## src/rtl/kw11_pkg.sv

```systemverilog
// Shared constants for the KW11-L line-time clock: CSR bit positions,
// default bus address / vector, and the mask of implemented CSR bits.
package kw11_pkg;
    localparam int          CSR_OVR      = 15;
    localparam int          CSR_MON      = 7;
    localparam int          CSR_IE       = 6;
    localparam logic [12:0] CSR_ADDR_DEF = 13'o17546;
    localparam logic [7:0]  VECTOR_DEF   = 8'o100;
    localparam logic [15:0] CSR_WMASK    = 16'o100300;
endpackage

```

## src/rtl/kw11_tick_gen.sv

```systemverilog
// Single-cycle tick source: internal prescaler by default, or a synchronized
// rising-edge detector on line_i when KW11_EXT_LINE_EN is defined.
module kw11_tick_gen #(
    parameter int DIV_W = 20,
    parameter int DIV   = 833333
) (
    input  logic clk_i,
    input  logic reset_i,
    input  logic line_i,
    output logic tick_o
);
`ifdef KW11_EXT_LINE_EN
    logic sync1_q, sync2_q, prev_q;

    always_ff @(posedge clk_i) begin
        if (reset_i) begin
            sync1_q <= 1'b0;
            sync2_q <= 1'b0;
            prev_q  <= 1'b0;
        end else begin
            sync1_q <= line_i;
            sync2_q <= sync1_q;
            prev_q  <= sync2_q;
        end
    end

    assign tick_o = sync2_q & ~prev_q;
`else
    localparam logic [DIV_W-1:0] LAST = DIV_W'(DIV - 1);

    logic [DIV_W-1:0] cnt_q, cnt_d;
    logic             unused_line;

    assign unused_line = line_i;
    // The tick is asserted while the count sits at its terminal value.
    assign tick_o = (cnt_q == LAST);
    assign cnt_d  = tick_o ? '0 : cnt_q + 1'b1;

    always_ff @(posedge clk_i) begin
        if (reset_i) cnt_q <= '0;
        else         cnt_q <= cnt_d;
    end
`endif
endmodule

```

## src/rtl/kw11_line_clock.sv

```systemverilog
// KW11-L line-time clock: CSR (OVR/MON/IE), bus decode and interrupt request.
// Define KW11_EXT_LINE_EN to tick from line_in instead of the prescaler.
module kw11_line_clock
    import kw11_pkg::*;
#(
    parameter int          DIV_W    = 20,
    parameter int          DIV      = 833333,
    parameter logic [12:0] CSR_ADDR = CSR_ADDR_DEF,
    parameter logic [7:0]  VECTOR   = VECTOR_DEF
) (
    input  logic        clk,
    input  logic        reset,
    input  logic [12:0] iopage_addr,
    input  logic [15:0] data_in,
    input  logic        iopage_rd,
    input  logic        iopage_wr,
    input  logic        iopage_byte_op,
    input  logic        line_in,
    input  logic        interrupt_ack,
    output logic [15:0] data_out,
    output logic        decode,
    output logic        interrupt,
    output logic [7:0]  vector
);
    logic tick;
    logic ie_q, ie_d, mon_q, mon_d, ovr_q, ovr_d, req_q, req_d;
    logic wr_sel, even_wr, odd_wr;
    logic [15:0] csr;
    logic unused_bits;

    kw11_tick_gen #(.DIV_W(DIV_W), .DIV(DIV)) u_tick (
        .clk_i  (clk),
        .reset_i(reset),
        .line_i (line_in),
        .tick_o (tick)
    );

    assign unused_bits = ^{iopage_rd, data_in[14:8], data_in[5:0]};

    assign decode  = (iopage_addr[12:1] == CSR_ADDR[12:1]);
    assign wr_sel  = iopage_wr && decode;
    assign even_wr = wr_sel && (!iopage_byte_op || !iopage_addr[0]);
    assign odd_wr  = wr_sel && (!iopage_byte_op ||  iopage_addr[0]);

    always_comb begin
        csr          = '0;
        csr[CSR_OVR] = ovr_q;
        csr[CSR_MON] = mon_q;
        csr[CSR_IE]  = ie_q;
    end

    assign data_out  = decode ? (csr & CSR_WMASK) : 16'h0000;
    assign interrupt = req_q;
    assign vector    = VECTOR;

    // Ticks win over same-cycle clears; request decisions use the old IE.
    always_comb begin
        ie_d  = even_wr ? data_in[CSR_IE] : ie_q;

        mon_d = mon_q;
        if (even_wr && !data_in[CSR_MON]) mon_d = 1'b0;
        if (tick)                         mon_d = 1'b1;

        ovr_d = ovr_q;
        if (odd_wr && !data_in[CSR_OVR])                ovr_d = 1'b0;
        if (tick && ie_q && req_q && !interrupt_ack)    ovr_d = 1'b1;

        req_d = req_q;
        if (interrupt_ack || (wr_sel && !ie_d)) req_d = 1'b0;
        if (tick && ie_q)                       req_d = 1'b1;
    end

    always_ff @(posedge clk) begin
        if (reset) begin
            ie_q  <= 1'b0;
            mon_q <= 1'b0;
            ovr_q <= 1'b0;
            req_q <= 1'b0;
        end else begin
            ie_q  <= ie_d;
            mon_q <= mon_d;
            ovr_q <= ovr_d;
            req_q <= req_d;
        end
    end
endmodule

```

## config.mk

```make
export PLATFORM = sky130hd
export DESIGN_NAME = kw11_line_clock
export DESIGN_NICKNAME = d
export VERILOG_FILES = /design/src/rtl/kw11_pkg.sv /design/src/rtl/kw11_tick_gen.sv /design/src/rtl/kw11_line_clock.sv
export SDC_FILE = /design/constraint.sdc
export NUM_CORES = 1
export LEC_CHECK = 0
export ABC_AREA = 1
export BUFFER_PORTS_ARGS = -buffer_cell sky130_fd_sc_hd__clkbuf_2
export CAP_MARGIN = 30
export CORE_ASPECT_RATIO = 0.8
export CORE_MARGIN = 3
export CORE_UTILIZATION = 52
export DETAILED_ROUTE_END_ITERATION = 10
export PLACE_DENSITY = 0.84
export SETUP_SLACK_MARGIN = 0.5
export SLEW_MARGIN = 10
export SYNTH_ARGS = -nofsm -noshare
export SYNTH_HDL_FRONTEND = slang
export SYNTH_HIERARCHICAL = 1
export SYNTH_SLANG_ARGS = --single-unit
```

## constraint.sdc

```tcl
create_clock -name clk -period 3.5 [get_ports clk]
set_input_delay 0.35 -clock clk [delete_from_list [all_inputs] [get_ports clk]]
set_output_delay 0.35 -clock clk [all_outputs]
set_load 0.03 [all_outputs]
```

==> results.toml <==
[critical_path]
worstSetupPathType = "in2out"
rr_worst_depth = 6
cp.arrival_ns = 1.21
cp.required_ns = 3.15
worstSetupEndpointType = "output pin"
startpoint_type = "primary input"
worstPathMaxFanout = 4

[cts]
clkTransAtPathRegs_ns = 0.08
htreeDepth = 1
cts_setup_buffers = 0
cts_buffers = 3
clockBufferDepth = 2
hold_buffers = 0
clkSinkCount = 24
clk_latency_ns = 0.26
cts_resized = 0
cts_tree = "done"
cts-root-buf = "clkbuf_8"

[timing]
finalClockSkew_ns = 0.004193
slew_headroom_pct = 64.16
hold_slack_ns = 0.3136
setup_viol_count_final = 0
fmax_mhz = 641.3
min_period_over_period_pct = 44.55
period_needed_ns = 1.559
setup_tns_ns = 0
grt_setup_unrepaired = "no"
slew_violations = 0
hold_violations = 0
worst_slew_pin_slew_ns = 0.5327

[synth]
synth_cell_types = 27
yosys_register_bits = 24
yosys_warnings = 6
avgSynthCellArea_sq_um = 6.842
postSynthCellCount = 235
synth_seq_area_share_pct = 29.88
syn_area_sq_um = 1608

[power_and_ir_drop]
p_total_uw = 497.8
powerDensity_nw_per_um2 = 291.0
p_leak_uw = 0.0006559
ir_drop_mv = 0.2274

[global_route]
grt_pass1_vias = 1222
track_usage_pct = 17.42
antenna_found_initial = 0
grt-ovfl-total = 0
grt_pass1_wl_um = 5209
grt_max_degree = 20

[final_layout]
drive_above_1_share_pct = 23.17
nNetsFinal = 299
antenna_cells = 0
stdcell_area_sq_um = 1710
syn_to_final_growth_pct = 6.381
fillers = 293

[placement]
placed_cell_area_sq_um = 1669
finalWeightedCongestion = 0.8728
io_buffers = 25
dp_hpwl_um = 2551

[die]
ioPinCount = 62
die_x_um = 68.17
fp-row-count = 17
dieArea_sq_um = 3799
core_sq_um = 2850
initial_core_util_pct = 56.41
die_height_um = 55.74

[outcome]
status = "finished clean"

[route]
drc = 0
first_pass_iters = 4
avgViaCountPerCell = 4.838
drt-total-wl_um = 3125
drt_iter0_markers = 73
via_count = 1437
routedWlPerCell_um = 10.52
antenna_left = 0

[run]
cap_viol_max_count = 0

[min_path]
holdPathStages = 2
hold_class = "in2reg"
==> final timing paths <==
kind,start,endpoint,slack (ns)
worst max-delay path,iopage_addr[4],data_out[15],1.94
worst min-delay path,reset,interrupt,0.31
worst max register to register,u_tick/cnt_q[0],ovr_q,1.95
worst min register to register,u_tick/cnt_q[0],u_tick/cnt_q[0],0.49
==> per-stage QoR <==
stage	utilization (%)	instances	worst slack, ns
after CTS	60.01	297	1.925
after detailed placement	58.56	294	1.929
final	60.01	297	1.941
after global routing	60.01	297	1.741
after floorplan	-	254	1.824
after global placement	58.56	294	1.973
==> report_power, final <==
| group | internal, uW | leakage [uW] | total, uW | switching, uW |
|---|---|---|---|---|
| logic | 15.4 | 0.000441 | 63.3 | 47.9 |
| registers | 276 | 0.000194 | 279 | 3.44 |
| clock network | 76.8 | 0.0000216 | 155 | 78.6 |
==> layout make-up <==
cell class	instances	area, sq um	share of cell area, %
multi-input combinational	178	907.1	53.04
timing repair buffer	25	125.1	7.315
inverter	29	108.9	6.364
clock buffer	3	41.29	2.414
sequential	24	480.5	28.09
tap	38	47.55	2.780
==> cell usage in the layout (no fill, tap or decap) <==
| master | n |
|---|---|
| a21oi_1 | 11 |
| a21oi_2 | 1 |
| clkbuf_2 | 25 |
| clkbuf_8 | 3 |
| conb_1 | 21 |
| dfxtp_1 | 24 |
| ha_1 | 2 |
| inv_1 | 27 |
| inv_2 | 2 |
| nand2_1 | 49 |
| nand2_2 | 5 |
| nand2_4 | 1 |
| nand3_1 | 14 |
| nand3_2 | 3 |
| nand3b_1 | 1 |
| nand4_1 | 9 |
| nor2_1 | 26 |
| nor2_2 | 16 |
| nor2_4 | 4 |
| nor3_1 | 2 |
| nor4_1 | 1 |
| o21ai_0 | 3 |
| o21bai_1 | 1 |
| or2_0 | 1 |
| xnor2_1 | 5 |
| xor2_1 | 2 |
==> worst max-delay path, cell delays in order <==
cell,delay [ns]
clkbuf_2,0.08
nor2_2,0.14
nand3_2,0.10
nor2_4,0.15
inv_1,0.08
nor2_1,0.10
clkbuf_2,0.22
==> flip-flops by register name (all words and copies together), names as in the netlist <==
signal,flops
ie_q,1
interrupt,1
mon_q,1
ovr_q,1
u_tick/cnt_q,20
==> cell usage after synthesis <==
library cell,number,area share [%]
xor2_1,2,1.1
inv_2,2,0.47
ha_1,2,1.6
a21oi_2,1,0.54
inv_1,27,6.3
nand4_1,9,3.5
buf_12,1,1.2
nand2_4,1,0.70
nor3_1,2,0.62
o21ai_0,3,0.93
nor2_4,4,2.8
nand2_2,5,1.9
buf_4,21,9.8
o21bai_1,1,0.47
conb_1,2,0.47
buf_2,1,0.31
xnor2_1,5,2.7
or2_0,1,0.39
nand3_2,3,1.9
nand2_1,49,11
nand3_1,14,4.4
nor2_2,16,6.2
nand3b_1,1,0.47
nor2_1,26,6.1
nor4_1,1,0.39
dfxtp_1,24,30
a21oi_1,11,3.4
==> metal layers <==
metal | vias to the layer above | routed length [um] | GRT usage, %
li1 | 743 | - | -
met1 | 640 | 1431 | 23.60
met2 | 50 | 1423 | 26.79
met3 | 4 | 251 | 5.859
met4 | 0 | 19 | 3.399
met5 | - | 0 | 0
==> logic make-up (layout without fill, tap and decap cells) <==
logic type / Yosys count / count (layout) / share of synthesized area, %
AO/OA/AOI/OAI: 16 / 16 / 5.369
buffers and inverters: 52 / 57 / 18.13
adder cells (fa/ha/maj): 2 / 2 / 1.556
AND/OR/NAND/NOR: 132 / 132 / 40.78
other: 2 / 21 / 0.4671
XOR/XNOR: 7 / 7 / 3.813
flip-flops: 24 / 24 / 29.88
Power figures use the tool's default switching activity.
